<file path="src/rtl/spi_rx_pkg.sv">
// -----------------------------------------------------------------------------
// spi_rx_pkg
// Shared definitions for the SPI MISO receiver slice.
//   - RX_WORD_W_DEFAULT : default frame width in bits
//   - ST_IDLE / ST_SHIFT: raw state encodings (legacy-compatible constants)
//   - rx_state_t        : receiver FSM state type built on those encodings
//   - cnt_w()           : width of the bit counter for a given frame width
// -----------------------------------------------------------------------------
package spi_rx_pkg;

  localparam int RX_WORD_W_DEFAULT = 16;

  localparam logic [0:0] ST_IDLE  = 1'b0;
  localparam logic [0:0] ST_SHIFT = 1'b1;

  typedef enum logic [0:0] {
    IDLE  = ST_IDLE,
    SHIFT = ST_SHIFT
  } rx_state_t;

  // The counter only has to reach WORD_W-2, so $clog2(WORD_W) bits suffice.
  // Clamped to 1 so a two-bit frame still gets a real (always-zero) counter.
  function automatic int cnt_w(input int word_w);
    return (word_w <= 2) ? 1 : $clog2(word_w);
  endfunction

endpackage

</file>
<file path="src/rtl/spi_rx_holdreg.sv">
// -----------------------------------------------------------------------------
// spi_rx_holdreg
// One-entry output register with a valid/ready handshake.
// Handshake: a word transfers to the consumer on every clock edge where
// o_valid and i_ready are both 1; i_ready is ignored while o_valid is 0.
// A load that arrives while the entry is full and not being drained is
// dropped and reported on o_ovr_set for that cycle.
// Ports:
//   clk, rst_n   : clock, asynchronous active-low reset
//   i_load       : a completed word is offered this cycle
//   i_data       : the offered word
//   i_ready      : consumer accepts o_word this cycle
//   o_word       : held word (keeps last value after being consumed)
//   o_valid      : entry full
//   o_ovr_set    : one-cycle strobe, offered word dropped
// -----------------------------------------------------------------------------
module spi_rx_holdreg #(
  parameter int WORD_W = 16
) (
  input  logic              clk,
  input  logic              rst_n,
  input  logic              i_load,
  input  logic [WORD_W-1:0] i_data,
  input  logic              i_ready,
  output logic [WORD_W-1:0] o_word,
  output logic              o_valid,
  output logic              o_ovr_set
);

  logic [WORD_W-1:0] r_word;
  logic              r_valid;
  logic              w_accept;

  // The entry can take a new word when empty or when it drains this edge.
  assign w_accept  = i_load & (~r_valid | i_ready);
  assign o_ovr_set = i_load & r_valid & ~i_ready;

  always_ff @(posedge clk or negedge rst_n) begin
    if (!rst_n) begin
      r_word  <= '0;
      r_valid <= 1'b0;
    end else begin
      if (w_accept) begin
        r_word  <= i_data;
        r_valid <= 1'b1;
      end else if (r_valid && i_ready) begin
        r_valid <= 1'b0;
      end
    end
  end

  assign o_word  = r_word;
  assign o_valid = r_valid;

endmodule

</file>
<file path="src/rtl/spi_miso_receiver.sv">
// -----------------------------------------------------------------------------
// spi_miso_receiver
// Deserialises an MSB-first MISO stream into WORD_W-bit words. A frame starts
// on the cycle frame_start is high (that cycle carries the MSB) and completes
// WORD_W-1 cycles later. Completed words go to a one-entry valid/ready holding
// register; dropped words and mid-frame restarts raise sticky status bits.
// Ports:
//   sclk         : clock, everything sampled on the rising edge
//   rst          : asynchronous active-low reset
//   frame_start  : one-cycle frame pulse, marks the MSB cycle
//   serial_MISO  : serial data in
//   word_out     : received word, stable while word_valid is 1
//   word_valid   : holding register full
//   word_ready   : consumer accepts word_out when word_valid is 1
//   busy         : a frame is being shifted in
//   overrun      : sticky, a completed word was dropped
//   frame_err    : sticky, frame_start seen mid-frame
//   clr_status   : synchronous clear of overrun and frame_err
//   dbg_state    : current receiver FSM state
// -----------------------------------------------------------------------------
module spi_miso_receiver
  import spi_rx_pkg::*;
#(
  parameter int WORD_W = RX_WORD_W_DEFAULT
) (
  input  logic              sclk,
  input  logic              rst,
  input  logic              frame_start,
  input  logic              serial_MISO,
  output logic [WORD_W-1:0] word_out,
  output logic              word_valid,
  input  logic              word_ready,
  output logic              busy,
  output logic              overrun,
  output logic              frame_err,
  input  logic              clr_status,
  output rx_state_t         dbg_state
);

  localparam int CNT_W = cnt_w(WORD_W);

  rx_state_t         r_state;
  logic [CNT_W-1:0]  r_bit_cnt;
  // Only WORD_W-1 bits are stored: the LSB is taken straight from the line
  // on the completing cycle.
  logic [WORD_W-2:0] r_shift;
  logic              r_overrun;
  logic              r_frame_err;

  rx_state_t         w_state_nxt;
  logic [CNT_W-1:0]  w_cnt_nxt;
  logic [WORD_W-2:0] w_shift_nxt;
  logic [WORD_W-1:0] w_word;
  logic              w_load;
  logic              w_ferr_set;
  logic              w_ovr_set;

  assign w_word = {r_shift, serial_MISO};

  always_comb begin
    w_state_nxt = r_state;
    w_cnt_nxt   = r_bit_cnt;
    w_shift_nxt = r_shift;
    w_load      = 1'b0;
    w_ferr_set  = 1'b0;
    case (r_state)
      IDLE: begin
        if (frame_start) begin
          // The MSB enters at the bottom and reaches the top after the
          // remaining WORD_W-1 shifts.
          w_shift_nxt = (WORD_W-1)'(serial_MISO);
          w_cnt_nxt   = CNT_W'(WORD_W - 2);
          w_state_nxt = SHIFT;
        end
      end
      SHIFT: begin
        if (frame_start) begin
          // Restart: discard the partial word, this bit is the new MSB.
          w_ferr_set  = 1'b1;
          w_shift_nxt = (WORD_W-1)'(serial_MISO);
          w_cnt_nxt   = CNT_W'(WORD_W - 2);
        end else if (r_bit_cnt == '0) begin
          w_load      = 1'b1;
          w_state_nxt = IDLE;
        end else begin
          w_shift_nxt = w_word[WORD_W-2:0];
          w_cnt_nxt   = r_bit_cnt - CNT_W'(1);
        end
      end
      default: begin
        w_state_nxt = IDLE;
      end
    endcase
  end

  always_ff @(posedge sclk or negedge rst) begin
    if (!rst) begin
      r_state     <= IDLE;
      r_bit_cnt   <= '0;
      r_shift     <= '0;
      r_overrun   <= 1'b0;
      r_frame_err <= 1'b0;
    end else begin
      r_state   <= w_state_nxt;
      r_bit_cnt <= w_cnt_nxt;
      r_shift   <= w_shift_nxt;
      // A set event in the same cycle as clr_status wins.
      r_overrun   <= (r_overrun   & ~clr_status) | w_ovr_set;
      r_frame_err <= (r_frame_err & ~clr_status) | w_ferr_set;
    end
  end

  spi_rx_holdreg #(
    .WORD_W (WORD_W)
  ) u_holdreg (
    .clk       (sclk),
    .rst_n     (rst),
    .i_load    (w_load),
    .i_data    (w_word),
    .i_ready   (word_ready),
    .o_word    (word_out),
    .o_valid   (word_valid),
    .o_ovr_set (w_ovr_set)
  );

  assign busy      = (r_state == SHIFT);
  assign overrun   = r_overrun;
  assign frame_err = r_frame_err;
  assign dbg_state = r_state;

endmodule

</file>
<file path="config.mk">
export PLATFORM = sky130hd
export DESIGN_NAME = spi_miso_receiver
export DESIGN_NICKNAME = d
export VERILOG_FILES = /design/src/rtl/spi_rx_pkg.sv /design/src/rtl/spi_rx_holdreg.sv /design/src/rtl/spi_miso_receiver.sv
export SDC_FILE = /design/constraint.sdc
export NUM_CORES = 1
export LEC_CHECK = 0
export ABC_AREA = 1
export BUFFER_PORTS_ARGS = -buffer_cell sky130_fd_sc_hd__buf_2
export CORE_AREA = 2 2 60 62
export CTS_CLUSTER_DIAMETER = 100
export DETAILED_ROUTE_END_ITERATION = 10
export DIE_AREA = 0 0 62 64
export GPL_TIMING_DRIVEN = 0
export PLACE_DENSITY = 0.72
export SYNTH_ARGS = -nofsm -noshare
export SYNTH_HDL_FRONTEND = slang
export SYNTH_SLANG_ARGS = --single-unit
</file>
<file path="constraint.sdc">
create_clock -name sclk -period 1.63 [get_ports sclk]
set_clock_uncertainty 0.15 [all_clocks]
set_input_delay 0.0815 -clock sclk [delete_from_list [all_inputs] [get_ports sclk]]
set_output_delay 0.0815 -clock sclk [all_outputs]
set_load 0.02 [all_outputs]
</file>
### Word-level counts from Yosys, hierarchy flattened

Index checks and enable logic that the tools add are counted.

* bits in registers: 39
* latch bits: 0
* RAM bits: 0
* memory bits (read-only): 0
* memories: 0

* add/subtract/negate cells: 1
* multipliers: 0
* divide/modulo/power cells: 0
* $lt $le $gt $ge: 0
* equality and inequality tests: 2
* shift-type cells: 0
* muxes and demuxes: 18
* bitwise gates (word level): 12
* reductions and logical operators: 4

Operators with widths (count)
* $mux W15: 3
* $pmux W15 S2: 1
* $mux W4: 3
* $mux W1: 9
* $pmux W4 S2: 1
* $and A1 B1 Y1: 5
* $logic_not A4 Y1: 1
* $not A1 Y1: 4
* $sub A4 B1 Y4 const B: 1
* $ne A3 B3 Y1 const B: 1
* $or A1 B1 Y1: 3
* $ne A2 B2 Y1 const B: 1
* $pmux W1 S2: 1
* $reduce_and A2 Y1: 1
* $reduce_bool A2 Y1: 1
* $logic_and A1 B1 Y1: 1

### Logic depth before layout (Yosys ltp)

* word-level depth: 7
* depth in mapped cells: 8
* mapped depth without buffers: 7

### Cells and area by module

From an unflattened synthesis, not the netlist that was laid out.

* cell total of the unflattened synthesis: 186
* area, all modules: 1664.1 um^2

By module, submodules not included
* spi_miso_receiver: times used 1, cells each 111, area each 967.2 um^2, sequential area each 550.5 um^2
* spi_rx_holdreg: times used 1, cells each 75, area each 696.9 um^2, sequential area each 425.4 um^2

### Worst setup path before layout

Ideal clock, no wire load.

* kind: register -> register
* from: register r_bit_cnt[0]
* to: register u_holdreg.r_word[12] (netlist: u_holdreg.o_word[12])
* setup time: 0.121 ns
* arrival: 1.221 ns
* data required time: 1.359 ns
* path slack: 0.138 ns
* stages on the path, launching flop included: 9
* period minus slack after synthesis: 1.492 ns
* cells stage by stage: dfrtp_1 -> inv_1 -> ha_1 -> nand2_1 -> nor2_1 -> nand3_2 -> buf_2 -> nand2_1 -> o21ai_1

* cells in the longest elaborated chain, start to end: 5

Ends and longest elaborated chain
* start: declaration: line spi_miso_receiver.sv:43 `logic [CNT_W-1:0] r_bit_cnt;`
* start signal: assignment: line spi_miso_receiver.sv:105 `r_bit_cnt <= w_cnt_nxt;`
* $logic_not A4 Y1: line spi_miso_receiver.sv:82 `end else if (r_bit_cnt == '0) begin`
* $mux W1: line spi_miso_receiver.sv:82
* $mux W1: line spi_miso_receiver.sv:77 `if (frame_start) begin`
* $mux W1: line spi_miso_receiver.sv:66 `case (r_state)`
* $and A1 B1 Y1: line spi_rx_holdreg.sv:35 `assign w_accept = i_load & (~r_valid | i_ready);`
* end signal: assignment: line spi_rx_holdreg.sv:44 `r_word <= i_data;`
* end: declaration: line spi_rx_holdreg.sv:30 `logic [WORD_W-1:0] r_word;`

No other way between the ends.
A chain may end at the register's enable or synchronous reset.

### Worst setup path after layout

* from: register r_bit_cnt[0]
* to: register u_holdreg.r_word[13] (netlist: u_holdreg.o_word[13])

Same word-level chain as after synthesis.

==> impl_metrics.tcl <==
set metrics [dict create \
    critPathMaxFanout 10 \
    synth_area_leader_cell "dfrtp_1" \
    avgSynthCellArea_um2 9.64 \
    synth-edff-count 0 \
    syn_nets 171 \
    setup_viol 0 \
    path_cells "inv_1, ha_4, nand2_2, nor2_4, nand3_4, buf_6, nand2_1, o21ai_1" \
    power_density_nw_per_um2 847 \
    maxSlewHeadroom_pct 44.3 \
    worstSetupPathType "reg -> reg" \
    grt_util_all_layers_pct 20.3 \
    fin_util_pct 60.8 \
    drive_above_1_share_pct 30.0 \
    synthDistinctLibCells 18 \
    gp_congestion 0.771 \
    die_h_um 64 \
    fin_cells 253 \
    period_minus_slack_ns 1.59 \
    finalSetupTns_ns 0 \
    leakage_nw 0.974 \
    wl_um 3530 \
    grt_overflow_total 0 \
    yosysWarnings 0 \
    async_flop_share_pct 100 \
    grt_pass1_vias 1294 \
    drt-initial-drc-count 58 \
    critPathLaunchType "flip-flop" \
    cp.required_ns 1.72 \
    arrival_ns 1.69 \
    cts_sinks 39 \
    synth.area.top_cells "dfrtp_1 62%, nand2_1 6.4%, o21ai_1 6.3%" \
    yosysMostFrequentCell "dfrtp_1" \
    die_area_um2 3970 \
    area_growth_pct 26.4 \
    antenna_found_initial 0 \
    cp-end-kind "flip-flop" \
    synth.top_cell.area_share_pct 61.8 \
    antenna_left 0 \
    cts_max_path_buffers 2 \
    max_cap_viol_count 0 \
    ys_ff_latch 39 \
    firstDrtPassIters 4 \
    worstMarginPinSlew_ns 0.835 \
    r2r_cells 8 \
    synth_flop_cell "dfrtp_1" \
    synth.cell_area_um2 1580 \
    numCtsBuffers 5 \
    critPathSlowestCell "dfrtp_1" \
    grt_max_degree 40 \
    slew_violations 0 \
    netlist_instances 164 \
    clk-insertion-delay-late_ns 0.35 \
    ir_drop_mv 0.439 \
    ios 27 \
    crit_path_max_incr_delay_ns 0.41 \
    finalCritPeriodShare_pct 97.7 \
    vias_per_cell 5.09 \
    core-area_um2 3280 \
    grt_pass1_wl_um 5740 \
    dieWidth_um 62 \
    drc 0 \
    cts-root-buf "clkbuf_4" \
    diodes 0 \
    num_vias 1287 \
    r2r_start "r_bit_cnt[0]$_DFFE_PN0P_" \
    hold_class "in -> async" \
    status "finished, final reports clean" \
    final_nets 213 \
    wl_per_cell_um 13.9 \
    finalHoldViolCount 0 \
    portBuffers 26 \
    dp_hpwl_um 2200 \
    synth_seq_area_share_pct 61.8 \
    max_freq_mhz 628 \
    cts_tree "done" \
    htree_levels 2 \
    start_util_pct 48.1 \
    hold_ws_ns 0.197 \
    path_clk_slew_ns 0.12 \
    rows 21 \
    dpl.cell_count 236 \
    crit_start "r_bit_cnt[0]$_DFFE_PN0P_" \
    synth_top_cells_by_count "39 x dfrtp_1, 27 x nand2_1, 24 x inv_1, 20 x o21ai_1, 18 x nand3_1" \
]
layer usage:
| layer | GRT usage [%] | up-vias | share of wire [%] |
|---|---|---|---|
| li1 | - | 609 | - |
| met1 | 23.9 | 646 | 41 |
| met2 | 32.6 | 24 | 54 |
| met3 | 7.29 | 8 | 3.0 |
| met4 | 8.78 | 0 | 2.5 |
| met5 | 0 | - | 0 |
through the flow:
step	setup slack [ns]	power (W)	cell area, um^2
floorplan	0.138	0.00107	1580
global placement	0.000866	0.00111	1770
detailed placement	-0.0729	0.00111	1770
CTS	-0.00232	0.00168	1910
global route	-0.0295	0.00178	2000
finish	0.0375	0.00169	2000
critical path: cells and delay by family, from the launching register on:
family	cells	cell delay, ns
fa+ha+maj	1	0.17
flops	1	0.41
buf+inv	2	0.27
compound gates	1	0.06
simple gates	4	0.42
placed cells by master, fill, tap and decap left out:
cell type,netlist,layout
nand3_4,0,2
nor2_1,5,4
o21ai_0,7,7
o21ai_2,6,6
buf_4,2,5
clkbuf_4,0,6
o21ai_1,20,20
ha_4,0,1
clkinv_1,1,1
buf_2,5,28
nand2_1,27,24
nor2_4,1,2
nand4_1,2,2
clkbuf_8,0,2
inv_2,2,2
dfrtp_1,39,39
inv_1,24,24
buf_6,0,3
nand2_2,1,2
dlygate4sd3_1,0,5
clkinvlp_4,0,1
nand3_1,18,17
o22ai_1,2,2
nand2_4,0,2
area by class of cell:
class,count,area (um^2)
timing repair buffer,35,208
clock buffer,7,65.1
multi-input combinational,91,520
sequential,39,976
fill,277,1290
inverter,27,101
clock inverter,1,7.51
tap,46,57.6
buffer,7,61.3
cells by family (layout without fill, tap and decap cells):
logic type	Yosys count	after routing	synth area share, %
AND/OR/NAND/NOR	55	55	15.8
flip-flops	39	39	61.8
AO/OA/AOI/OAI	35	35	12.7
buffers and inverters	34	77	8.95
adder cells (fa/ha/maj)	1	1	0.792
state kept, by name, summed over array words and instances (netlist names):
name               flops
u_holdreg.o_word      16
busy                   1
frame_err              1
r_shift               15
u_holdreg.o_valid      1
r_bit_cnt              4
overrun                1
where the power goes:
part | leakage (nW) | switching (W) | internal, W
logic | 0.419 | 0.0000828 | 0.0000451
clock network | 0.0375 | 0.000316 | 0.000252
registers | 0.518 | 0.0000112 | 0.000984
final timing paths:
path                            slack, ns                                to
worst max-delay path                 0.04  u_holdreg.o_word[13]$_DFFE_PN0P_
worst min-delay path                 0.20   u_holdreg.o_word[1]$_DFFE_PN0P_
worst max register to register       0.04  u_holdreg.o_word[13]$_DFFE_PN0P_
worst min register to register       0.34   u_holdreg.o_word[3]$_DFFE_PN0P_
max in group asynchronous            0.60           r_shift[10]$_DFFE_PN0P_
min in group sclk                    0.30                 overrun$_DFF_PN0_
repair_timing:
action / in CTS / in global routing
hold buffers: 5 / 0
pin swaps: 0 / 2
cloned: 0 / 1
buffers inserted: 0 / 3
resized for setup: 6 / 13
endpoints found under the hold margin: 48 / 0
setup endpoints to repair: 24 / 29
Note: power is estimated with default switching activity, not from simulation.
